File: src/rtl/timer_pkg.sv
// Shared types and constants for the mm:ss timer: FSM states, mode encodings
// and the Mode B preset table.
package timer_pkg;

  localparam int unsigned MMSS_W = 16;

  localparam logic [MMSS_W-1:0] MMSS_ZERO      = 16'h0000;
  localparam logic [MMSS_W-1:0] MMSS_MAX       = 16'h5959;
  localparam logic [MMSS_W-1:0] MMSS_LAST_DOWN = 16'h0001;
  localparam logic [MMSS_W-1:0] MMSS_LAST_UP   = 16'h5958;

  localparam logic MODE_A = 1'b0;
  localparam logic MODE_B = 1'b1;

  typedef enum logic [1:0] {
    ST_IDLE  = 2'd0,
    ST_RUN   = 2'd1,
    ST_PAUSE = 2'd2,
    ST_DONE  = 2'd3
  } state_t;

  // Mode B start values, BCD mm:ss.
  function automatic logic [MMSS_W-1:0] preset_bcd(input logic [2:0] idx);
    case (idx)
      3'd0:    preset_bcd = 16'h0030;
      3'd1:    preset_bcd = 16'h0100;
      3'd2:    preset_bcd = 16'h0200;
      3'd3:    preset_bcd = 16'h0300;
      3'd4:    preset_bcd = 16'h0500;
      3'd5:    preset_bcd = 16'h1000;
      3'd6:    preset_bcd = 16'h1500;
      default: preset_bcd = 16'h3000;
    endcase
  endfunction

endpackage

File: src/rtl/bcd_mmss_counter.sv
// Four-digit BCD mm:ss up/down counter with synchronous load. The flags mark
// the value one step short of the limit, so the owner can stop on the same edge.
module bcd_mmss_counter
  import timer_pkg::*;
(
  input  logic       clk,
  input  logic       rst,
  input  logic       load,
  input  logic [15:0] load_val,
  input  logic       en,
  input  logic       down,
  output logic [7:0] min_bcd,
  output logic [7:0] sec_bcd,
  output logic       at_zero,
  output logic       at_max
);

  logic [MMSS_W-1:0] count;
  logic [MMSS_W-1:0] stepped;
  logic [MMSS_W-1:0] nxt;
  logic [3:0]        m1, m0, s1, s0;

  assign {m1, m0, s1, s0} = count;

  // Single BCD step with carry/borrow; saturates at both ends.
  always_comb begin
    stepped = count;
    if (down) begin
      if (count != MMSS_ZERO) begin
        if (s0 != 4'd0) stepped[3:0] = s0 - 4'd1;
        else begin
          stepped[3:0] = 4'd9;
          if (s1 != 4'd0) stepped[7:4] = s1 - 4'd1;
          else begin
            stepped[7:4] = 4'd5;
            if (m0 != 4'd0) stepped[11:8] = m0 - 4'd1;
            else begin
              stepped[11:8]  = 4'd9;
              stepped[15:12] = m1 - 4'd1;
            end
          end
        end
      end
    end else begin
      if (count != MMSS_MAX) begin
        if (s0 != 4'd9) stepped[3:0] = s0 + 4'd1;
        else begin
          stepped[3:0] = 4'd0;
          if (s1 != 4'd5) stepped[7:4] = s1 + 4'd1;
          else begin
            stepped[7:4] = 4'd0;
            if (m0 != 4'd9) stepped[11:8] = m0 + 4'd1;
            else begin
              stepped[11:8]  = 4'd0;
              stepped[15:12] = m1 + 4'd1;
            end
          end
        end
      end
    end
  end

  always_comb begin
    nxt = count;
    if (load)    nxt = load_val;
    else if (en) nxt = stepped;
  end

  always_ff @(posedge clk or posedge rst) begin
    if (rst) begin
      count   <= MMSS_ZERO;
      at_zero <= 1'b0;
      at_max  <= 1'b0;
    end else begin
      count   <= nxt;
      at_zero <= (nxt == MMSS_LAST_DOWN);
      at_max  <= (nxt == MMSS_LAST_UP);
    end
  end

  assign min_bcd = count[15:8];
  assign sec_bcd = count[7:0];

endmodule

File: src/rtl/timer_core.sv
// Two-mode mm:ss timer core: one-second prescaler, run/pause/done FSM and
// BCD counter. resetter is the upstream synchronous clear.
module timer_core
  import timer_pkg::*;
#(
  parameter int unsigned TICK_DIV = 50_000_000
) (
  input  logic       clk,
  input  logic       rst,
  input  logic       resetter,
  input  logic       ModeSel,
  input  logic [2:0] TimeControl,
  input  logic       start_stop,
  output logic [7:0] min_bcd,
  output logic [7:0] sec_bcd,
  output logic       running,
  output logic       done,
  output logic       tick
);

  localparam int unsigned PRESC_W = (TICK_DIV > 2) ? $clog2(TICK_DIV) : 1;
  localparam logic [PRESC_W-1:0] PRESC_LAST = PRESC_W'(TICK_DIV - 1);

  state_t             state;
  logic [PRESC_W-1:0] presc;
  logic               wrap;
  logic               step;
  logic               hit;
  logic               cnt_load;
  logic [MMSS_W-1:0]  load_val;
  logic               at_zero;
  logic               at_max;

  assign wrap     = (presc == PRESC_LAST);
  assign step     = (state == ST_RUN) && wrap && !resetter;
  assign hit      = (ModeSel == MODE_B) ? at_zero : at_max;
  assign cnt_load = resetter || (state == ST_IDLE);
  assign load_val = (ModeSel == MODE_B) ? preset_bcd(TimeControl) : MMSS_ZERO;

  bcd_mmss_counter u_counter (
    .clk      (clk),
    .rst      (rst),
    .load     (cnt_load),
    .load_val (load_val),
    .en       (step),
    .down     (ModeSel),
    .min_bcd  (min_bcd),
    .sec_bcd  (sec_bcd),
    .at_zero  (at_zero),
    .at_max   (at_max)
  );

  // Run/pause/done FSM; a wrap always completes its step before any state change.
  always_ff @(posedge clk or posedge rst) begin
    if (rst) begin
      state   <= ST_IDLE;
      presc   <= '0;
      tick    <= 1'b0;
      running <= 1'b0;
      done    <= 1'b0;
    end else if (resetter) begin
      state   <= ST_IDLE;
      presc   <= '0;
      tick    <= 1'b0;
      running <= 1'b0;
      done    <= 1'b0;
    end else begin
      tick <= 1'b0;
      case (state)
        ST_IDLE: begin
          presc <= '0;
          if (start_stop) begin
            state   <= ST_RUN;
            running <= 1'b1;
          end
        end
        ST_RUN: begin
          if (wrap) begin
            presc <= '0;
            tick  <= 1'b1;
          end else begin
            presc <= presc + PRESC_W'(1);
          end
          if (wrap && hit) begin
            state   <= ST_DONE;
            running <= 1'b0;
            done    <= 1'b1;
          end else if (start_stop) begin
            state   <= ST_PAUSE;
            running <= 1'b0;
          end
        end
        ST_PAUSE: begin
          if (start_stop) begin
            state   <= ST_RUN;
            running <= 1'b1;
          end
        end
        default: begin
          state <= ST_DONE;
        end
      endcase
    end
  end

endmodule

File: config.mk
export PLATFORM = sky130hd
export DESIGN_NAME = timer_core
export DESIGN_NICKNAME = d
export VERILOG_FILES = /design/src/rtl/timer_pkg.sv /design/src/rtl/bcd_mmss_counter.sv /design/src/rtl/timer_core.sv
export SDC_FILE = /design/constraint.sdc
export NUM_CORES = 1
export LEC_CHECK = 0
export CAP_MARGIN = 20
export CORE_UTILIZATION = 50
export CTS_CLUSTER_DIAMETER = 200
export DETAILED_ROUTE_END_ITERATION = 10
export GPL_TIMING_DRIVEN = 1
export PLACE_DENSITY = 0.7
export SKIP_LAST_GASP = 1
export SLEW_MARGIN = 15
export SYNTH_ARGS = -nofsm -noshare
export SYNTH_HDL_FRONTEND = slang
export SYNTH_SLANG_ARGS = --single-unit
File: constraint.sdc
create_clock -name clk -period 6.3 [get_ports clk]
set_input_delay 0.945 -clock clk [delete_from_list [all_inputs] [get_ports clk]]
set_output_delay 0.945 -clock clk [all_outputs]
set_load 0.03 [all_outputs]
==> impl_metrics.ini, run 1 <==
[sta]
max_freq_mhz = 251
relSlewSlack_pct = 28.5
final.min_clock_period_ps = 3990
final_min_period_over_clock_period_pct = 63.4
hold_viol = 0
setup_tns_ps = 0
finalSetupViolations = 0
rsz0062_at_grt = no
final_max_slew_viol_count = 0
fin_skew_ps = 9.94
tightestPinTransition_ps = 1070

[routing]
routedWlPerCell_microns = 16.2
dr_total_vias = 2978
wl_met2_microns = 3750
wl_microns = 7800
met3WireLength_microns = 399
vias_per_cell = 6.20
drt_pre_antenna_iters = 7
drc = 6
antenna_left = 0
met1_length_microns = 3510
top_layer_used = met4
drt_iter0_markers = 220

[cts]
worstSkewPairLatency_ps = 300
clkTransAtPathRegs_ps = 90
cts_root_buffer = clkbuf_8
post_cts_buffers = 0
postCtsHoldBufs = 0
clockBufferDepth = 2
htreeDepth = 2
cts_resized = 0
cts-buffers-inserted = 5
cts_tree = yes
numClockSinks = 49

[power_and_ir_drop]
irDropWorstVdd_mv = 0.113
p_leak_uw = 0.00149
pwr_density_cell_mw_per_mm2 = 176
power.internal_uw = 490
p_switching_uw = 176
seqPwrFrac_pct = 49.9
p_sw_share_pct = 26.4
share_comb_of_total_power_pct = 15.4
clock_power_share_pct = 34.7

[synthesis]
async_reset_ff_share_pct = 100
synth_top_cell_by_area = dfrtp_1
ys_top_cells_by_area = dfrtp_1 36%, nand2_1 4.3%, nor2_1 4.2%
synth_cell_types = 75
syn_nets = 403
postSynthCellCount = 387
avgSynthCellArea_sq_um = 8.84
yosysWarnings = 0
synth_edf_count = 0
ys.flop_type = dfrtp_1
ys_ff_latch = 49
syn-cell-area_sq_mm = 0.00342
yosysTopAreaCellShare_pct = 35.8
yosysSeqAreaShare_pct = 35.8

[cells_and_area]
final_layout_size_suffix_gt1_share_pct = 7.94
area_growth_pct = 10.5
nets = 418
antenna_cells = 0
fin_area_sq_mm = 0.00378

[flow_run]
cap_violations = 0

[worst_setup_path]
endpoint_kind = flip-flop
cp-start-kind = input pin
worstPathArrival_ps = 4200
crit_required_ps = 6510
cp_max_fo = 21
crit_type = in -> reg

[floorplanning]
fp-row-count = 29
ios = 27
die_area_sq_mm = 0.00718
start_util_pct = 52.7
die_w_microns = 84.7
fp.dieH_microns = 84.7
core-area_sq_mm = 0.00649

[placement]
numPortBuffers = 26
placed_cell_area_sq_mm = 0.00366
routabilityCongestion = 0.863
hpwlAfterDp_microns = 5550

[global_route]
grt_max_degree = 50
grt_usage_pct = 22.8
grt_pass1_wl_microns = 13100
grt_antenna_before_repair = 0
grt_pass1_vias = 2734
grt_overflow_total = 0

[worst_hold_path]
hold_path.class = reg -> reg

[status]
status = complete, but fails checks
violations = DRC
==> critical path, stage by stage <==
cell,delay [ps]
clkdlybuf4s50_1,920
inv_1,420
nor4_4,490
a21oi_2,110
and3_4,190
or3_4,370
or4_4,550
nor4_2,210
==> per-layer routing <==
metal  vias to the layer above  global-route usage, %
li1                       1449                      -
met5                         -                      0
met3                        12                   3.34
met1                      1407                   29.8
met2                       110                   39.0
met4                         0                   7.55
==> kinds of logic after synthesis <==
family                   share of synthesized area (%)
AND/OR/NAND/NOR                                   31.6
AO/OA/AOI/OAI                                     15.8
flip-flops                                        35.8
buffers and inverters                             5.78
XOR/XNOR                                          5.89
adder cells (fa/ha/maj)                           2.93
multiplexers                                      2.19
==> final timing paths <==
| path | slack, ps | end | cells past startpoint | start |
|---|---|---|---|---|
| max | 2310 | u_counter.at_zero | 8 | ModeSel |
| min | 520 | presc[24] | 1 | presc[24] |
| max reg2reg | 3020 | u_counter.at_zero | 9 | u_counter.count[0] |
| min reg2reg | 520 | presc[24] | 1 | presc[24] |
| max in group asynchronous | 4700 | presc[5] | 2 | rst |
| min in group asynchronous | 1100 | u_counter.count[14] | 2 | rst |
==> through the flow <==
step / utilization, % / setup WS (ps) / std cells / hold WS [ps] / total power, uW
CTS: 58.2 / 2340 / 480 / 524 / 672
finish: 58.2 / 2310 / 480 / 525 / 665
detailed placement: 56.4 / 2030 / 472 / 511 / 440
global placement: 56.4 / 2080 / 472 / 510 / 439
floorplan: - / 3180 / 387 / 473 / 414
global route: 58.2 / 2160 / 480 / 546 / 696
==> cell usage in the layout (no fill, tap or decap), drive strengths merged, types with 4 or more instances in the layout <==
master,count
or4,5
and3,6
clkbuf,7
a21oi,16
or2,5
xnor2,8
nor2,38
nand4,13
ha,8
nor3,10
nand2,40
nand4b,4
and4bb,4
o21ai,16
dfrtp,49
a31oi,7
inv,17
clkdlybuf4s50,26
xor2,15
a211oi,4
and2,4
nand3,15
nor4,5
or3,7
and4,5
nor3b,5
o211ai,4
==> synthesized netlist by cell type, types with 3 or more instances <==
cell	number
a211oi_1	4
and4_1	5
xor2_1	15
o41ai_1	3
a31oi_1	7
o21ai_0	14
or4_1	3
buf_2	4
xnor2_1	8
or3b_2	3
dfrtp_1	49
nand4bb_1	3
o22ai_1	3
ha_1	8
a21oi_1	15
o211ai_1	4
mux2i_1	3
nand3_1	15
nand4_1	13
and2_1	4
clkbuf_1	8
and3_1	5
nand4b_1	4
inv_1	18
o31ai_1	3
nor4_1	3
a311oi_1	3
or3_1	6
nor2_1	38
nor3b_1	5
nand2_1	39
buf_6	3
nor3_1	9
or2_2	3
==> cell type report <==
type | count | area, sq um
Clock inverter | 1 | 30.0
Inverter | 19 | 77.6
Sequential cell | 49 | 1230
Fill cell | 563 | 2710
Clock buffer | 7 | 86.3
Tap cell | 77 | 96.3
Timing Repair Buffer | 27 | 268
Multi-Input combinational cell | 300 | 2000
==> registers in the layout, indices dropped and copies added (netlist names) <==
register           flops
u_counter.at_max       1
state                  2
u_counter.at_zero      1
presc                 26
running                1
tick                   1
done                   1
u_counter.count       16
==> power by group through the flow <==
stage	Sequential [uW]	Combinational, uW	Clock (uW)
3_3_place_gp	338	101	0
4_1_cts	332	102	237
5_1_grt	334	113	250
2_1_floorplan	339	74.8	0
3_5_place_dp	338	102	0
6_report	332	102	231
Power figures use the tool's default switching activity.
==> run 2: changes to the inputs <==
==> constraint.sdc (replaced) <==
create_clock -name clk -period 3.71 [get_ports clk]
set_input_delay 0.5565 -clock clk [delete_from_list [all_inputs] [get_ports clk]]
set_output_delay 0.5565 -clock clk [all_outputs]
set_load 0.03 [all_outputs]
==> impl_metrics.ini, run 2 (synthesized netlist as in run 1, its figures left out) <==
[cts]
cts_tree = yes
post_cts_buffers = 0
htreeDepth = 2
cts_root_buffer = clkbuf_8
clockBufferDepth = 2
worstSkewPairLatency_ps = 300
cts_resized = 0
cts-buffers-inserted = 5
postCtsHoldBufs = 0
clkTransAtPathRegs_ps = 90
numClockSinks = 49

[floorplanning]
start_util_pct = 52.7
core-area_sq_mm = 0.00649
ios = 27
die_area_sq_mm = 0.00718
fp-row-count = 29
fp.dieH_microns = 84.7
die_w_microns = 84.7

[sta]
setup_slack_ps = 375
setup_tns_ps = 0
holdWs_ps = 533
fin_skew_ps = 7.40
rsz0062_at_grt = no
max_freq_mhz = 300
finalSetupViolations = 0
tightestPinTransition_ps = 1050
hold_viol = 0
final_max_slew_viol_count = 0
relSlewSlack_pct = 30.0
final.min_clock_period_ps = 3330
final_min_period_over_clock_period_pct = 89.9

[worst_setup_path]
r2r_start = u_counter.count[0]
crit_required_ps = 3920
r2r_cells = 9
reg2reg_slack_ps = 380
endpoint_kind = flip-flop
cp-start-kind = flip-flop
crit_type = reg -> reg
cp_max_fo = 8
worstPathArrival_ps = 3540
timing.rr.end = u_counter.at_zero

[power_and_ir_drop]
p_sw_share_pct = 29.0
power.internal_uw = 747
seqPwrFrac_pct = 53.6
irDropWorstVdd_mv = 0.172
p_leak_uw = 0.00151
share_comb_of_total_power_pct = 17.3
clock_power_share_pct = 29.2
p_switching_uw = 305
pwr_density_cell_mw_per_mm2 = 277

[cells_and_area]
regMostFlops = presc
layout_common_cells = 49 x dfrtp_1, 39 x nand2_1, 38 x nor2_1
final_layout_size_suffix_gt1_share_pct = 9.51
largest_reg_flops = 26
area_growth_pct = 11.1
top_regs = presc (26), u_counter.count (16), state (2)
nets = 425
antenna_cells = 0
num-fill-cells = 587
final_common_cell = dfrtp_1
fin_cells = 487

[status]
status = complete, but fails checks
violations = DRC

[routing]
wl_microns = 8170
met1_length_microns = 3670
wl_met2_microns = 3930
routedWlPerCell_microns = 16.8
drc = 6
drt_iter0_markers = 252
top_layer_used = met4
met3WireLength_microns = 404
vias_per_cell = 6.25
antenna_left = 0
drt_pre_antenna_iters = 8
dr_total_vias = 3042

[placement]
hpwlAfterDp_microns = 5870
dp_cells = 479
routabilityCongestion = 0.911
dp_slack_ps = 313
numPortBuffers = 26

[flow_run]
cap_violations = 0

[global_route]
grt_pass1_vias = 2921
grt_max_degree = 50
grt_usage_pct = 23.8
grt_pass1_wl_microns = 13700
grt_overflow_total = 0
grt_antenna_before_repair = 0

[worst_hold_path]
min_to = presc[24]
hold_path.class = reg -> reg
hold_depth = 1
min_from = presc[24]
[run 2: metal layers]
metal | vias up | track usage, %
li1 | 1464 | -
met1 | 1474 | 31.4
met2 | 86 | 39.8
met3 | 18 | 3.74
met4 | 0 | 8.63
met5 | - | 0
[run 2: cell type report]
type	instances	area [sq um]	share of cell area, %
timing repair buffer	34	320	8.43
inverter	19	77.6	2.04
sequential	49	1230	32.3
clock inverter	2	10.0	0.263
multi-input combinational	300	2000	52.6
clock buffer	6	72.6	1.91
tap	77	96.3	2.53
[run 2: worst max path at each step]
stage                     slack, ps          startpoint  depth (start not counted)                 to
after floorplan                 590  u_counter.count[0]                          9  u_counter.at_zero
after global routing            170  u_counter.count[0]                          9   u_counter.at_max
final                           380  u_counter.count[0]                          9  u_counter.at_zero
after detailed placement        310            resetter                          9  u_counter.at_zero
after CTS                       380  u_counter.count[0]                          9  u_counter.at_zero
after global placement          390            resetter                          9  u_counter.at_zero
[run 2: critical path, cell delays in order (launching register included)]
cell and delay [ps]:
dfrtp_1 480, inv_1 200, ha_1 320, or3b_2 540, nor3_4 270, a21oi_2 110, and3_4 190, or3_4 370
or4_4 540, nor4_2 220
[run 2: power groups by stage]
stage | Combinational, uW | Clock [uW] | Sequential [uW]
after floorplan | 127 | 0 | 576
after global placement | 178 | 0 | 573
after global routing | 199 | 337 | 566
final | 182 | 307 | 564
after CTS | 181 | 319 | 563
after detailed placement | 180 | 0 | 574
[run 2: per-stage QoR]
step	total power, uW	instance area, sq um	util [%]
global route	1100	3800	58.5
floorplan	703	3420	-
finish	1050	3800	58.5
detailed placement	754	3720	57.2
CTS	1060	3800	58.5
global placement	752	3720	57.2
